[config.mk]
export PLATFORM = sky130hd
export DESIGN_NAME = ripple_full_adder
export DESIGN_NICKNAME = d
export VERILOG_FILES = /design/src/rtl/ripple_full_adder.sv
export SDC_FILE = /design/constraint.sdc
export NUM_CORES = 1
export LEC_CHECK = 0
export ABC_AREA = 1
export BUFFER_PORTS_ARGS = -buffer_cell sky130_fd_sc_hd__buf_2
export CAP_MARGIN = 30
export CORE_AREA = 4 4 41 43
export CTS_CLUSTER_DIAMETER = 60
export DETAILED_ROUTE_END_ITERATION = 8
export DIE_AREA = 0 0 45 47
export MAX_ROUTING_LAYER = met4
export PLACE_DENSITY = 0.53
export SLEW_MARGIN = 20
export SYNTH_ARGS = -nofsm -noshare
export SYNTH_HDL_FRONTEND = slang
export SYNTH_HIERARCHICAL = 1
export SYNTH_SLANG_ARGS = --single-unit
[constraint.sdc]
create_clock -name clk -period 0.8 [get_ports clk]
set_input_delay 0 -clock clk [delete_from_list [all_inputs] [get_ports clk]]
set_output_delay 0 -clock clk [all_outputs]
set_load 0.02 [all_outputs]
[src/rtl/ripple_full_adder.sv]
// rtl/ripple_full_adder.sv - registered BIT_WIDTH-bit ripple-carry adder with carry-out and signed overflow
//
// ripple_full_adder_cell : one full-adder bit
//   a, b, ci : operand bits and carry-in
//   s, co    : sum bit and carry-out
//
// ripple_full_adder : {cout, sum} = a + b + cin, registered once
//   clk       : clock, rising edge
//   rst_n     : asynchronous active-low reset
//   in_valid  : qualifies a, b, cin this cycle
//   a, b      : BIT_WIDTH-bit operands
//   cin       : carry-in
//   sum       : registered low BIT_WIDTH bits of the result
//   cout      : registered carry-out
//   overflow  : registered two's-complement signed overflow
//   out_valid : one-cycle strobe marking a freshly loaded result

module ripple_full_adder_cell (
  input  logic a,
  input  logic b,
  input  logic ci,
  output logic s,
  output logic co
);

  logic p;

  assign p  = a ^ b;
  assign s  = p ^ ci;
  assign co = (a & b) | (ci & p);

endmodule

module ripple_full_adder #(
  parameter int BIT_WIDTH = 4
) (
  input  logic                 clk,
  input  logic                 rst_n,
  input  logic                 in_valid,
  input  logic [BIT_WIDTH-1:0] a,
  input  logic [BIT_WIDTH-1:0] b,
  input  logic                 cin,
  output logic [BIT_WIDTH-1:0] sum,
  output logic                 cout,
  output logic                 overflow,
  output logic                 out_valid
);

  // c[i] is the carry into bit i; c[BIT_WIDTH] is the adder carry-out.
  logic [BIT_WIDTH:0]   c;
  logic [BIT_WIDTH-1:0] s_comb;
  logic                 ovf_comb;

  assign c[0] = cin;

  for (genvar i = 0; i < BIT_WIDTH; i++) begin : g_bit
    ripple_full_adder_cell u_cell (
      .a  (a[i]),
      .b  (b[i]),
      .ci (c[i]),
      .s  (s_comb[i]),
      .co (c[i+1])
    );
  end

  // Signed overflow: carry into the sign bit differs from carry out of it.
  // With BIT_WIDTH = 1 the carry into the sign bit is cin itself (c[0]).
  assign ovf_comb = c[BIT_WIDTH] ^ c[BIT_WIDTH-1];

  // Result registers only load on in_valid so idle (possibly X) inputs
  // never reach the outputs.
  always_ff @(posedge clk or negedge rst_n) begin
    if (!rst_n) begin
      sum       <= '0;
      cout      <= 1'b0;
      overflow  <= 1'b0;
      out_valid <= 1'b0;
    end else begin
      out_valid <= in_valid;
      if (in_valid) begin
        sum      <= s_comb;
        cout     <= c[BIT_WIDTH];
        overflow <= ovf_comb;
      end
    end
  end

endmodule

==> results.sh <==
export IMPL_worst_slew_pin_slew_ns=0.157
export IMPL_drive_above_1_share_pct=53.2
export IMPL_worstSkewPairLatency_ns=0.24
export IMPL_crit_family="adder cells"
export IMPL_p_leak_nw=0.309
export IMPL_synth_main_ff_cell="dfrtp_1"
export IMPL_yosysTopAreaCellShare_pct=50.9
export IMPL_syn_avg_cell_area_sq_um=10.4
export IMPL_wire_per_inst_um=9.92
export IMPL_place_ws_ns=-1.16
export IMPL_syn_nets=49
export IMPL_hp_start="in_valid"
export IMPL_vias_per_cell=4.10
export IMPL_synthTopCellsByCount="nand2_1, dfrtp_1, fa_1, inv_1"
export IMPL_violations="negative setup slack"
export IMPL_crit_chain="buf_6 > fa_2 > fa_2 > fa_2 > fa_2 > inv_2 > nand2_1 > nand3_1 > nand2_1"
export IMPL_gp_congestion=0.651
export IMPL_grt_pass1_wl_um=1240
export IMPL_clkSlewWorstSetupHoldPaths_ns=0.05
export IMPL_yosysSeqAreaShare_pct=50.9
export IMPL_grt_pass1_vias=317
export IMPL_grt_ovfl_total=0
export IMPL_yosys_warnings=6
export IMPL_hold_slack_ns=0.0489
export IMPL_worst_path_most_repeated_cell="fa_2"
export IMPL_path_buf_inv=2
export IMPL_cp_data_required_time_ns=0.94
export IMPL_vias=316
export IMPL_final_nets=79
export IMPL_ys_ff_latch=7
export IMPL_worst_slack_ns=-0.842
export IMPL_die_area_sq_um=2120
export IMPL_start_util_pct=26.4
export IMPL_fin_crit_sh_pct=205
export IMPL_yosys_top_cells_area="dfrtp_1, fa_1, nand2_1"
export IMPL_slew_headroom_pct=89.5
export IMPL_crit_path_end_kind="register"
export IMPL_ir_drop_mv=0.575
export IMPL_crit_type="in -> reg"
export IMPL_cp_max_fo=2
export IMPL_synth_most_common_cell="nand2_1"
export IMPL_drc_errors=0
export IMPL_startpoint="cin"
export IMPL_p_per_area_nw_per_um2=1950
export IMPL_grt_total_usage_pct=9.35
export IMPL_fp_row_count=13
export IMPL_rsz0062_at_grt="yes"
export IMPL_root_buffer="clkbuf_4"
export IMPL_cts_tree="yes"
export IMPL_core_area_sq_um=1300
export IMPL_drt_pre_antenna_iters=4
export IMPL_area_growth_synth_to_final_pct=70.5
export IMPL_critPathLaunchType="primary input"
export IMPL_netlist_area_sq_um=344
export IMPL_fin_crit_ns=1.64
export IMPL_hold_path_class="in -> reg"
export IMPL_clock_skew_ns=0
export IMPL_clock_sinks=7
export IMPL_fin_util_pct=45.1
export IMPL_synth_edf_count=0
export IMPL_fin_tns_setup_ns=-2.96
export IMPL_max_freq_mhz=609
export IMPL_cp_slowest_cell="fa_2"
export IMPL_wirelength_um=764
export IMPL_ios=19
export IMPL_antenna_found_initial=0
export IMPL_crit_arrival_ns=1.78
export IMPL_htreeDepth=1
export IMPL_reg2reg_from="sum[1]"
export IMPL_hold_viol_final=0
export IMPL_grt_max_degree=8
export IMPL_synth_area_leader_cell="dfrtp_1"
export IMPL_slowest_delay_ns=0.38
export IMPL_yosysUniqueCellTypes=7
export IMPL_async_flop_share_pct=100
export IMPL_clk_path_buf_depth=2
export IMPL_setup_viol=5
export IMPL_cts_buffers=3
export IMPL_port_buffers=18
export IMPL_die_w_um=45
export IMPL_ant_nets=0
export IMPL_slew_violations=0
export IMPL_antenna_cells=0
export IMPL_drt_iter0_drc=8
export IMPL_outcome="finished, violations left"
export IMPL_synthCells=33
export IMPL_drv_cap=0
export IMPL_die_height_um=47
## placed cells by master, fill, tap and decap left out
master,n
nand2_1,17
inv_2,2
dfrtp_1,7
buf_4,6
buf_2,11
inv_1,1
fa_2,4
nand3_1,1
buf_6,6
clkbuf_1,1
clkbuf_4,3
o21ai_2,1
dlygate4sd3_1,2
## registers in the layout (all words and copies together), names as in the netlist
signal	count
cout	1
out_valid	1
overflow	1
sum	4
## layout make-up
type / count / area [sq um]
Clock buffer: 4 / 26.3
Fill cell: 134 / 714
Inverter: 3 / 11.3
Multi-Input combinational cell: 23 / 168
Sequential cell: 7 / 175
Tap cell: 15 / 18.8
Timing Repair Buffer: 25 / 188
## final timing paths
path                       depth (start not counted)        end  slack [ns]
setup / recovery                                   9   overflow       -0.84
hold / removal                                     3     sum[3]        0.05
setup reg to reg                                   3     sum[1]        0.06
hold reg to reg                                    2     sum[0]        0.51
max in group asynchronous                          2  out_valid        0.53
min in group asynchronous                          2     sum[3]        0.12
## stage by stage
step	instances	power, mW	instance area (sq um)
3_5_place_dp	67	0.723	470
2_1_floorplan	33	0.598	354
6_report	77	1.14	587
4_1_cts	73	1.07	529
3_3_place_gp	67	0.721	470
5_1_grt	77	1.21	587
## worst register-to-register path, delay by kind of cell (launching register included)
family	cells	cell delay, ns
DFF	1	0.38
buffers and inverters	1	0.13
and+or+nand+nor	2	0.11
## logic make-up (layout without fill, tap and decap cells)
family	count (synthesis)	in the layout	share of synthesized area, %
AND/OR/NAND/NOR	18	18	20.0
flip-flops	7	7	50.9
adder cells (fa/ha/maj)	4	4	23.3
buffers and inverters	3	32	3.27
AO/OA/AOI/OAI	1	1	2.55
## routing by layer
metal | global-route usage (%) | wire length (um)
met1 | 9.00 | 304
met5 | - | 0
met3 | 2.30 | 32
met4 | 12.3 | 28
met2 | 13.6 | 398
## power breakdown
| group | switching [mW] | internal (mW) |
|---|---|---|
| Combinational | 0.181 | 0.208 |
| Clock | 0.122 | 0.190 |
| Sequential | 0.0364 | 0.406 |
## timing repair
action                                 CTS  global route
setup buffers                            0             4
pin swaps                                6             0
setup endpoints to repair                6            10
gates resized for setup                  3             9
endpoints found under the hold margin    8             0
hold buffers                             2             0
Power figures use the tool's default switching activity.
